--- src/rtl/stream_hsmooth_pkg.sv ---
// Shared types and constants for the horizontal smoothing stream stage.
// Imported by the top level and by the 3-tap filter sub-module.
package stream_hsmooth_pkg;

    localparam int PIX_W  = 24;
    localparam int CH_W   = 8;
    localparam int NUM_CH = PIX_W / CH_W;

    localparam logic [3:0] VIDEO_PKT_ID = 4'h0;

    typedef enum logic [1:0] {
        HDR   = 2'd0,
        PASS  = 2'd1,
        VID   = 2'd2,
        FLUSH = 2'd3
    } state_t;

    // A header only opens a filtered video packet when its type nibble says video and the filter is on.
    function automatic logic is_video_hdr(input logic [3:0] pkt_id, input logic en);
        return (pkt_id == VIDEO_PKT_ID) && en;
    endfunction

endpackage

--- src/rtl/hsmooth_tap3.sv ---
// Combinational [1 2 1]/4 filter applied independently to each 8-bit colour channel.
// A 10-bit intermediate holds the worst case 255+510+255+2, so no saturation is required.
module hsmooth_tap3
    import stream_hsmooth_pkg::*;
(
    input  logic [PIX_W-1:0] i_a,
    input  logic [PIX_W-1:0] i_b,
    input  logic [PIX_W-1:0] i_c,
    output logic [PIX_W-1:0] o_y
);

    for (genvar ch = 0; ch < NUM_CH; ch++) begin : g_ch
        logic [CH_W+1:0] w_sum;

        assign w_sum = (CH_W+2)'(i_a[ch*CH_W +: CH_W])
                     + ((CH_W+2)'(i_b[ch*CH_W +: CH_W]) << 1)
                     + (CH_W+2)'(i_c[ch*CH_W +: CH_W])
                     + (CH_W+2)'(2);

        assign o_y[ch*CH_W +: CH_W] = CH_W'(w_sum >> 2);
    end

endmodule

--- src/rtl/stream_hsmooth.sv ---
// Avalon-ST stage that smooths video rows horizontally with a [1 2 1]/4 kernel per channel.
// Headers and non-video packets pass through unchanged; one output beat per input pixel.
module stream_hsmooth
    import stream_hsmooth_pkg::*;
#(
    parameter int IMAGE_W = 640,
    parameter int COUNT_W = 16
) (
    input  logic               clk,
    input  logic               reset,
    input  logic               enable,
    input  logic [PIX_W-1:0]   sink_data,
    input  logic               sink_valid,
    output logic               sink_ready,
    input  logic               sink_sop,
    input  logic               sink_eop,
    output logic [PIX_W-1:0]   source_data,
    output logic               source_valid,
    input  logic               source_ready,
    output logic               source_sop,
    output logic               source_eop,
    output logic [COUNT_W-1:0] frame_count
);

    localparam int            X_W      = $clog2(IMAGE_W);
    localparam logic [X_W-1:0] LAST_COL = X_W'(IMAGE_W - 1);

    state_t             r_state;
    state_t             w_state_next;
    state_t             w_hdr_next;

    logic [PIX_W-1:0]   r_prev;
    logic [PIX_W-1:0]   r_cur;
    logic [X_W-1:0]     r_x;
    logic               r_last_eop;
    logic [COUNT_W-1:0] r_frame_count;

    logic [PIX_W-1:0]   r_src_data;
    logic               r_src_valid;
    logic               r_src_sop;
    logic               r_src_eop;

    logic               w_load;
    logic               w_acc;
    logic               w_last_col;
    logic [PIX_W-1:0]   w_tap_c;
    logic [PIX_W-1:0]   w_filt;

    logic               w_emit;
    logic [PIX_W-1:0]   w_out_data;
    logic               w_out_sop;
    logic               w_out_eop;
    logic               w_pix_acc;
    logic               w_flush_fire;

    assign w_load     = ~r_src_valid | source_ready;
    assign sink_ready = ~reset & w_load & (r_state != FLUSH);
    assign w_acc      = sink_valid & sink_ready;
    assign w_last_col = (r_x == LAST_COL);

    // In FLUSH the right neighbour of the final column is the column itself.
    assign w_tap_c = (r_state == FLUSH) ? r_cur : sink_data;

    hsmooth_tap3 u_tap3 (
        .i_a (r_prev),
        .i_b (r_cur),
        .i_c (w_tap_c),
        .o_y (w_filt)
    );

    // Any accepted sop is a header, whatever state we were in.
    always_comb begin
        w_hdr_next = PASS;
        if (sink_eop) begin
            w_hdr_next = HDR;
        end else if (is_video_hdr(sink_data[3:0], enable)) begin
            w_hdr_next = VID;
        end
    end

    always_ff @(posedge clk or posedge reset) begin
        if (reset) begin
            r_state <= HDR;
        end else begin
            r_state <= w_state_next;
        end
    end

    always_comb begin
        w_state_next = r_state;
        case (r_state)
            HDR: begin
                if (w_acc && sink_sop) begin
                    w_state_next = w_hdr_next;
                end
            end
            PASS: begin
                if (w_acc) begin
                    if (sink_sop) begin
                        w_state_next = w_hdr_next;
                    end else if (sink_eop) begin
                        w_state_next = HDR;
                    end
                end
            end
            VID: begin
                if (w_acc) begin
                    if (sink_sop) begin
                        w_state_next = w_hdr_next;
                    end else if (w_last_col || sink_eop) begin
                        w_state_next = FLUSH;
                    end
                end
            end
            FLUSH: begin
                if (w_load) begin
                    w_state_next = r_last_eop ? HDR : VID;
                end
            end
            default: w_state_next = HDR;
        endcase
    end

    // The first pixel of a row only primes the holding registers; later pixels emit column x-1.
    always_comb begin
        w_emit       = 1'b0;
        w_out_data   = sink_data;
        w_out_sop    = sink_sop;
        w_out_eop    = sink_eop;
        w_pix_acc    = 1'b0;
        w_flush_fire = 1'b0;
        case (r_state)
            HDR, PASS: begin
                w_emit = w_acc;
            end
            VID: begin
                if (w_acc) begin
                    if (sink_sop) begin
                        w_emit = 1'b1;
                    end else begin
                        w_pix_acc = 1'b1;
                        if (r_x != '0) begin
                            w_emit     = 1'b1;
                            w_out_data = w_filt;
                            w_out_sop  = 1'b0;
                            w_out_eop  = 1'b0;
                        end
                    end
                end
            end
            FLUSH: begin
                if (w_load) begin
                    w_flush_fire = 1'b1;
                    w_emit       = 1'b1;
                    w_out_data   = w_filt;
                    w_out_sop    = 1'b0;
                    w_out_eop    = r_last_eop;
                end
            end
            default: ;
        endcase
    end

    // Single-entry output register; contents are frozen while a beat waits on a stalled sink.
    always_ff @(posedge clk or posedge reset) begin
        if (reset) begin
            r_src_valid <= 1'b0;
            r_src_data  <= '0;
            r_src_sop   <= 1'b0;
            r_src_eop   <= 1'b0;
        end else if (w_load) begin
            r_src_valid <= w_emit;
            if (w_emit) begin
                r_src_data <= w_out_data;
                r_src_sop  <= w_out_sop;
                r_src_eop  <= w_out_eop;
            end
        end
    end

    always_ff @(posedge clk or posedge reset) begin
        if (reset) begin
            r_prev     <= '0;
            r_cur      <= '0;
            r_x        <= '0;
            r_last_eop <= 1'b0;
        end else begin
            if (w_acc && sink_sop) begin
                r_x <= '0;
            end
            if (w_pix_acc) begin
                r_cur  <= sink_data;
                r_prev <= (r_x == '0) ? sink_data : r_cur;
                r_x    <= r_x + 1'b1;
                if (w_last_col || sink_eop) begin
                    r_last_eop <= sink_eop;
                end
            end
            if (w_flush_fire) begin
                r_x <= '0;
            end
        end
    end

    always_ff @(posedge clk or posedge reset) begin
        if (reset) begin
            r_frame_count <= '0;
        end else if (w_flush_fire && r_last_eop) begin
            r_frame_count <= r_frame_count + 1'b1;
        end
    end

    assign source_data  = r_src_data;
    assign source_valid = r_src_valid;
    assign source_sop   = r_src_sop;
    assign source_eop   = r_src_eop;
    assign frame_count  = r_frame_count;

endmodule

--- config.mk ---
export PLATFORM = sky130hd
export DESIGN_NAME = stream_hsmooth
export DESIGN_NICKNAME = d
export VERILOG_FILES = /design/src/rtl/stream_hsmooth_pkg.sv /design/src/rtl/hsmooth_tap3.sv /design/src/rtl/stream_hsmooth.sv
export SDC_FILE = /design/constraint.sdc
export NUM_CORES = 1
export LEC_CHECK = 0
export ABC_CLOCK_PERIOD_IN_PS = 13300
export CORE_UTILIZATION = 30
export CTS_BUF_LIST = sky130_fd_sc_hd__clkbuf_16
export DETAILED_ROUTE_END_ITERATION = 6
export GPL_ROUTABILITY_DRIVEN = 0
export PLACE_DENSITY = 0.49
export SLEW_MARGIN = 10
export SYNTH_ARGS = -nofsm -noshare
export SYNTH_HDL_FRONTEND = slang
export SYNTH_SLANG_ARGS = --single-unit
--- constraint.sdc ---
create_clock -name clk -period 13.3 [get_ports clk]
set_input_delay 2.66 -clock clk [delete_from_list [all_inputs] [get_ports clk]]
set_output_delay 2.66 -clock clk [all_outputs]
set_load 0.02 [all_outputs]
# == After elaboration in Yosys (flattened, before gate mapping) ==
# Cells that the tools add are included.
# word_totals
ff_bits,104
wordCells,88
output_inout_bits,44
# op_classes
n_addsub,11
mux,37
n_eq_ne,11
n_bitwise,6
reduce_logical,13
# op_table
operator,count
$mux 24,5
$pmux 24 s2,1
$add 10x2->10 const B,3
$add 10x8->10,3
$add 8x9->10,3
$mux 10,3
$mux 2,11
$add 16x1->16 const B,1
$mux 1,13
$add 10x1->10 const B,1
$eq 10x10->1 const B,1
$logic_not 10->1,1
$ne 2x2->1 const B,5
$reduce_bool 10->1,1
$pmux 2 s4,1
$ne 3x3->1 const B,2
$reduce_and 6->1,1
$eq 2x2->1 const B,2
$logic_not 4->1,1
$pmux 1 s2,2
$reduce_and 2->1,2
$and 1x1->1,3
$logic_and 1x1->1,3
$pmux 1 s3,1
other kinds (7),8

# == Logic depth before layout (Yosys ltp) ==
# Gate-level depths: netlist of the first run.
# logic_depth
ltp_word,9
mapped_depth,14
mapped_depth_nobuf,11

# == Hierarchy ==
# From an unflattened synthesis of the first run, not the netlist that was laid out.
# unflattened
cells_unflattened,745
area_unflattened_um2,6585.1
# modules_own_cells
mod,instances,seq_area_each_um2,area_per_inst_um2,cells_per_inst
stream_hsmooth,1,2602.5,5313.8,609
hsmooth_tap3,1,0.0,1271.2,136

# == Worst setup path before layout of the first run ==
# No wires, ideal clock.
# synth_path
path_type,input -> output
start,input port reset
end,output port sink_ready
required_time_ps,10640
slack_ps,5275
cell_stages,2
arrival_time_ps,5365
path_buffers,0
cell_sequence,inv_1 and3_1
# synth_via
elab_chain_len,3
# synth_lines
item,line_no,source
start: declaration,stream_hsmooth.sv:10,"input logic reset,"
$not 1->1,stream_hsmooth.sv:57,assign sink_ready = ~reset & w_load & (r_state != FLUSH);
$and 1x1->1 (2 in a row),stream_hsmooth.sv:57,
end: declaration,stream_hsmooth.sv:14,"output logic sink_ready,"
# No other way between the ends.

# == Final worst setup path of the first run ==
# Ends and elaborated chain as after synthesis.

==> reports/summary.txt, run 1 <==
TIMING
----------------------------------------------------------------------------------
Setup TNS after final layout                                                  0 ps
Unrepaired setup endpoints after global routing                              false
Time the final worst path needs with I/O delays and setup                  7060 ps
Final setup vio count                                                            0
Tightest Pin Transition                                                     932 ps
Post-route clock period utilization                                          0.530
Worst hold margin                                                           473 ps
Max transition margin                                                        0.378
Worst Setup Slack, final                                                   6240 ps
Final slew viol count                                                            0
Final worst clock skew                                                     12.8 ps
Timing-limited maximum frequency                                         0.142 GHz
Final hold violations                                                            0

ROUTING
----------------------------------------------------------------------------------
1st-iter DRT viols                                                             314
Via Count                                                                     5440
Remaining antenna violation count                                                0
Drc violations                                                                   0
Vias per std cell                                                             4.92
Number of detailed-route iterations in the first pass                            4
Post-DR wirelength/cell                                                    15.6 um
Routed WL                                                                 17200 um

CRITICAL PATH
----------------------------------------------------------------------------------
Biggest fanout along the worst timing path                                      40
Worst path slowest cell                                               sky130_fd_sc_hd__clkdlybuf4s50_1
Startpoint kind of the worst setup timing path                          input port
Worst reg-to-reg setup slack                                               9480 ps
Delay contributed by the slowest stage of the critical path                 600 ps
Crit path arrival time                                                     4400 ps
Timing endpoint of the critical path                                    sink_ready
Path depth of the worst reg2reg path                                            11
Kind of critical path                                                    in -> out
Reg-to-Reg End                                                        source_data[21]
Crit path top cell by count                                           sky130_fd_sc_hd__clkdlybuf4s50_1
R2R Path Start                                                          r_state[1]
Endpoint class of the critical path                                     output pin
Data required, critical path                                              10640 ps
Ordered list of cells on the worst path                               clkdlybuf4s50_1, inv_4, and3_1, clkdlybuf4s50_1
Worst setup startpoint                                                       reset

CLOCK TREE
----------------------------------------------------------------------------------
Post-CTS setup buffer count                                                      0
Clock tree from TritonCTS                                                     done
CTS root buffer                                                       sky130_fd_sc_hd__clkbuf_16
Worst-skew pair later-pin latency                                           360 ps
Clk sinks                                                                      104
Post-cts resize count                                                            0
Clk slew on worst S/H paths                                                  80 ps
TritonCTS Buffers                                                                9
Buffer levels on the longest clock path                                          2
CTS Hold Buffers Added                                                           0
H-tree depth reported by CTS                                                     3

LAYOUT
----------------------------------------------------------------------------------
Growth of design area from synthesis to finish                               19.1%
Register cell area after layout                                       0.00260 mm^2
Share of final-layout standard cells stronger than drive strength 1         0.0517
NumNets Final                                                                  905
Number of fill cells in the layout                                            2215
Share of the core filled with cells                                          0.368
Final cell area excluding filler cells                                0.00781 mm^2
# diodes                                                                         0
Footprint of the multi-input gates                                    0.00369 mm^2
Non-filler instance count after layout                                        1106

FLOORPLANNING
----------------------------------------------------------------------------------
Total core area                                                        0.0212 mm^2
Height of the die                                                           150 um
I/O pin cnt                                                                     75
Die outline width                                                           150 um
Starting utilization of the core area                                        0.309
Full die area                                                          0.0224 mm^2
Standard-cell rows                                                              53

SYNTHESIS
----------------------------------------------------------------------------------
Share of the synthesized area in the top cell type                           0.397
Number of storage elements in the synthesis netlist                            104
Fraction of the yosys area taken by sequential cells                         0.397
Share of synthesized registers carrying an async set or reset                 1.00
Most instantiated library cell after synthesis                        sky130_fd_sc_hd__nand2_1
Area leader, netlist                                                  sky130_fd_sc_hd__dfrtp_1
Number of cells produced by synthesis                                          771
Top area cells in the synthesized netlist                             sky130_fd_sc_hd__dfrtp_1, sky130_fd_sc_hd__nand2_1, sky130_fd_sc_hd__ha_1
Prevailing post-synth register cell                                   sky130_fd_sc_hd__dfrtp_1
Yosys warnings                                                                   0
Post-synthesis net count                                                       850
Post-synthesis instance area                                          0.00656 mm^2
Distinct cell type count after synthesis                                        61
Per-instance average area after synthesis                                8.50 um^2
EDFF count, synth                                                                0
Top cells by instance count after synthesis                           sky130_fd_sc_hd__nand2_1, sky130_fd_sc_hd__dfrtp_1, sky130_fd_sc_hd__nor2_1, sky130_fd_sc_hd__a21oi_1, sky130_fd_sc_hd__ha_1

GLOBAL ROUTING
----------------------------------------------------------------------------------
Pin count of the biggest net entering global routing                            86
Total track usage                                                            0.165
Number of antenna violations at the first check in global routing                0
Total overflow reported by the global router                                     0
First-pass GRT wire length                                                28800 um
Number of global-route vias before repair                                     5387

POWER AND IR DROP
----------------------------------------------------------------------------------
Power Density                                                          113 mW/mm^2
Worst IR Drop VDD                                                          57.9 uV
Total power draw                                                          0.881 mW
Leakage power                                                              3.57 nW

RUN STATUS
----------------------------------------------------------------------------------
Result of the run                                                     complete, no violations

JOB
----------------------------------------------------------------------------------
Total of max-cap violations                                                      0

PLACED DESIGN
----------------------------------------------------------------------------------
Placed cell count                                                             1090
Pre-CTS setup slack                                                        6200 ps
HPWL Detailed                                                             11200 um
Dpl cell area                                                         0.00751 mm^2
# port buffers                                                                  74

WORST HOLD PATH
----------------------------------------------------------------------------------
Path type of the worst min-delay path                                   reg -> reg

[layer usage]
metal	part of all wire	global-route usage	up-vias
li1	-	-	2729
met1	0.51	0.232	2605
met2	0.45	0.259	92
met3	0.034	0.0290	14
met4	0.013	0.0424	0
met5	0	0	-
[sequential cells by signal (all words and copies together) (netlist names)]
| signal | flops |
|---|---|
| r_last_eop | 1 |
| source_valid | 1 |
| r_x | 10 |
| frame_count | 16 |
| r_cur | 24 |
| r_prev | 24 |
| source_sop | 1 |
| source_eop | 1 |
| r_state | 2 |
| source_data | 24 |
[placed cells by master (no fill, tap or decap), types with 18 or more instances in the layout]
master | Yosys | routed
sky130_fd_sc_hd__a21oi_1 | 44 | 44
sky130_fd_sc_hd__a31oi_1 | 27 | 27
sky130_fd_sc_hd__clkdlybuf4s50_1 | 0 | 74
sky130_fd_sc_hd__dfrtp_1 | 104 | 104
sky130_fd_sc_hd__fa_1 | 18 | 18
sky130_fd_sc_hd__ha_1 | 30 | 30
sky130_fd_sc_hd__inv_1 | 22 | 21
sky130_fd_sc_hd__nand2_1 | 220 | 220
sky130_fd_sc_hd__nand3_1 | 21 | 21
sky130_fd_sc_hd__nor2_1 | 70 | 70
sky130_fd_sc_hd__o21ai_0 | 25 | 25
sky130_fd_sc_hd__xnor2_1 | 22 | 22
[power by group]
part           switching, mW  leakage, nW  internal (mW)
combinational          0.130         2.07          0.106
clock                  0.133        0.146          0.148
sequential            0.0210         1.36          0.342
total                  0.284         3.57          0.596
[area by class of cell]
type / instances / area share
Clock buffer: 9 / 0.0288
Clock inverter: 7 / 0.00993
Inverter: 22 / 0.0109
Multi-Input combinational cell: 609 / 0.472
Sequential cell: 104 / 0.333
Tap cell: 275 / 0.0441
Timing Repair Buffer: 80 / 0.101
[worst min path at each step]
stage                         start               to  slack (ps)  cells past startpoint
floorplan                 r_prev[0]        r_prev[0]         490                      2
global placement     source_data[6]   source_data[6]         460                      2
detailed placement  source_data[14]  source_data[14]         470                      2
CTS                 frame_count[15]  frame_count[15]         480                      1
global route        frame_count[15]  frame_count[15]         490                      1
finish              frame_count[15]  frame_count[15]         470                      1
[critical path: cells and delay by family]
family,cells,cell delay [ps]
buffers and inverters,3,1470
AND/OR/NAND/NOR,1,260
[cell families (layout without fill, tap and decap cells)]
family | count (synthesis) | count (layout) | synth area share
adder cells (fa/ha/maj) | 48 | 48 | 0.112
flip-flops | 104 | 104 | 0.397
AND/OR/NAND/NOR | 376 | 376 | 0.252
buffers and inverters | 58 | 118 | 0.0406
AO/OA/AOI/OAI | 143 | 143 | 0.140
XOR/XNOR | 33 | 33 | 0.0441
multiplexers | 9 | 9 | 0.0139
Power figures use the tool's default switching activity.
==> run 2: changes to the inputs <==
- ABC_CLOCK_PERIOD_IN_PS: 13300 -> 6200
- PLACE_DENSITY: 0.49 -> 0.51
- clock period: 13.3 -> 6.2 ns (I/O delays scaled with it)
==> reports/summary.txt, run 2 (same netlist as run 1, synthesis figures left out) <==
RUN STATUS
----------------------------------------------------------------------------------
Result of the run                                                     complete, no violations

LAYOUT
----------------------------------------------------------------------------------
NumNets Final                                                                  904
Growth of design area from synthesis to finish                               19.0%
# diodes                                                                         0
Share of the core filled with cells                                          0.368
Number of fill cells in the layout                                            2220
Final cell area excluding filler cells                                0.00780 mm^2
Share of final-layout standard cells stronger than drive strength 1         0.0506
Leading cell types in the layout, fill and taps excluded              sky130_fd_sc_hd__nand2_1, sky130_fd_sc_hd__dfrtp_1, sky130_fd_sc_hd__clkdlybuf4s50_1
Most common cell after layout, fill and taps aside                    sky130_fd_sc_hd__nand2_1

POWER AND IR DROP
----------------------------------------------------------------------------------
Leakage power                                                              3.57 nW
Worst IR Drop VDD                                                           106 uV
Power Density                                                          241 mW/mm^2

TIMING
----------------------------------------------------------------------------------
Timing-limited maximum frequency                                         0.240 GHz
Unrepaired setup endpoints after global routing                              false
Time the final worst path needs with I/O delays and setup                  4170 ps
Final hold violations                                                            0
Max transition margin                                                        0.258
Setup TNS after final layout                                                  0 ps
Final setup vio count                                                            0
Final worst clock skew                                                     8.68 ps
Tightest Pin Transition                                                    1110 ps
Final slew viol count                                                            0
Post-route clock period utilization                                          0.672

ROUTING
----------------------------------------------------------------------------------
1st-iter DRT viols                                                             237
Drc violations                                                                   0
Post-DR wirelength/cell                                                    15.2 um
Routed WL                                                                 16800 um
Vias per std cell                                                             4.89
Number of detailed-route iterations in the first pass                            4
Remaining antenna violation count                                                0
Via Count                                                                     5403

CLOCK TREE
----------------------------------------------------------------------------------
Clock tree from TritonCTS                                                     done
Post-cts resize count                                                            0
Clk sinks                                                                      104
CTS root buffer                                                       sky130_fd_sc_hd__clkbuf_16
TritonCTS Buffers                                                                9
Buffer levels on the longest clock path                                          2
H-tree depth reported by CTS                                                     3
Clk slew on worst S/H paths                                                  70 ps
Worst-skew pair later-pin latency                                           350 ps
CTS Hold Buffers Added                                                           0
Post-CTS setup buffer count                                                      0

WORST HOLD PATH
----------------------------------------------------------------------------------
Path type of the worst min-delay path                                   reg -> reg

CRITICAL PATH
----------------------------------------------------------------------------------
Crit path arrival time                                                     2930 ps
Kind of critical path                                                    in -> out
Data required, critical path                                               4960 ps
Delay contributed by the slowest stage of the critical path                 600 ps
Worst path slowest cell                                               sky130_fd_sc_hd__clkdlybuf4s50_1
Ordered list of cells on the worst path                               clkdlybuf4s50_1, inv_4, and3_1, clkdlybuf4s50_1
Crit path top cell by count                                           sky130_fd_sc_hd__clkdlybuf4s50_1
Biggest fanout along the worst timing path                                      38
Startpoint kind of the worst setup timing path                          input port
Endpoint class of the critical path                                     output pin

PLACED DESIGN
----------------------------------------------------------------------------------
Dpl cell area                                                         0.00750 mm^2
# port buffers                                                                  74
HPWL Detailed                                                             11200 um

GLOBAL ROUTING
----------------------------------------------------------------------------------
Number of antenna violations at the first check in global routing                0
Total track usage                                                            0.159
Pin count of the biggest net entering global routing                            84
First-pass GRT wire length                                                27600 um
Number of global-route vias before repair                                     5290
Total overflow reported by the global router                                     0

FLOORPLANNING
----------------------------------------------------------------------------------
Standard-cell rows                                                              53
Die outline width                                                           150 um
Total core area                                                        0.0212 mm^2
Starting utilization of the core area                                        0.309
Height of the die                                                           150 um
Full die area                                                          0.0224 mm^2
I/O pin cnt                                                                     75

JOB
----------------------------------------------------------------------------------
Total of max-cap violations                                                      0

run 2: changes by cell type in the layout (fill, tap and decap cells not counted):
cell                    change
sky130_fd_sc_hd__buf_4      -1
run 2: worst paths after layout:
kind / from / slack, ps / depth (start not counted) / endpoint
hold / removal: frame_count[15] / 470 / 1 / frame_count[15]
max in group asynchronous: reset / 3650 / 3 / source_data[17]
min in group asynchronous: reset / 1280 / 2 / frame_count[3]
setup reg to reg: r_state[1] / 2430 / 10 / source_data[23]
setup / recovery: reset / 2030 / 4 / sink_ready
hold reg to reg: frame_count[15] / 470 / 1 / frame_count[15]
run 2: per-stage QoR:
stage / power, mW / cells / hold WS (ps) / worst slack [ps]
2_1_floorplan: 1.13 / 771 / 488 / 1010
3_3_place_gp: 1.30 / 1089 / 464 / 1980
3_5_place_dp: 1.30 / 1089 / 468 / 1980
4_1_cts: 1.90 / 1105 / 480 / 1980
5_1_grt: 2.00 / 1105 / 500 / 1890
6_report: 1.88 / 1105 / 474 / 2030
run 2: final cells by class:
class | instances | area (um^2) | area share
tap | 275 | 344 | 0.0441
clock inverter | 7 | 77.6 | 0.00994
sequential | 104 | 2600 | 0.334
timing repair buffer | 79 | 778 | 0.0998
inverter | 22 | 85.1 | 0.0109
multi-input combinational | 609 | 3690 | 0.473
clock buffer | 9 | 225 | 0.0289
run 2: worst max-delay path: cells and delay by family:
kind / cells / cell delay, ps
and+or+nand+nor: 1 / 230
buffers and inverters: 3 / 1430
run 2: power breakdown:
| part | leakage, nW | internal, mW | switching (mW) | total [mW] |
|---|---|---|---|---|
| clock | 0.146 | 0.317 | 0.277 | 0.594 |
| combinational | 2.06 | 0.228 | 0.277 | 0.505 |
| sequential | 1.36 | 0.733 | 0.0451 | 0.778 |
| total | 3.57 | 1.28 | 0.599 | 1.88 |
run 2: layer usage:
metal | global-route usage | routed length [um] | vias to the layer above
met3 | 0.0299 | 614 | 15
met5 | 0 | 0 | -
met1 | 0.219 | 8360 | 2566
li1 | - | - | 2734
met4 | 0.0465 | 266 | 0
met2 | 0.254 | 7540 | 88
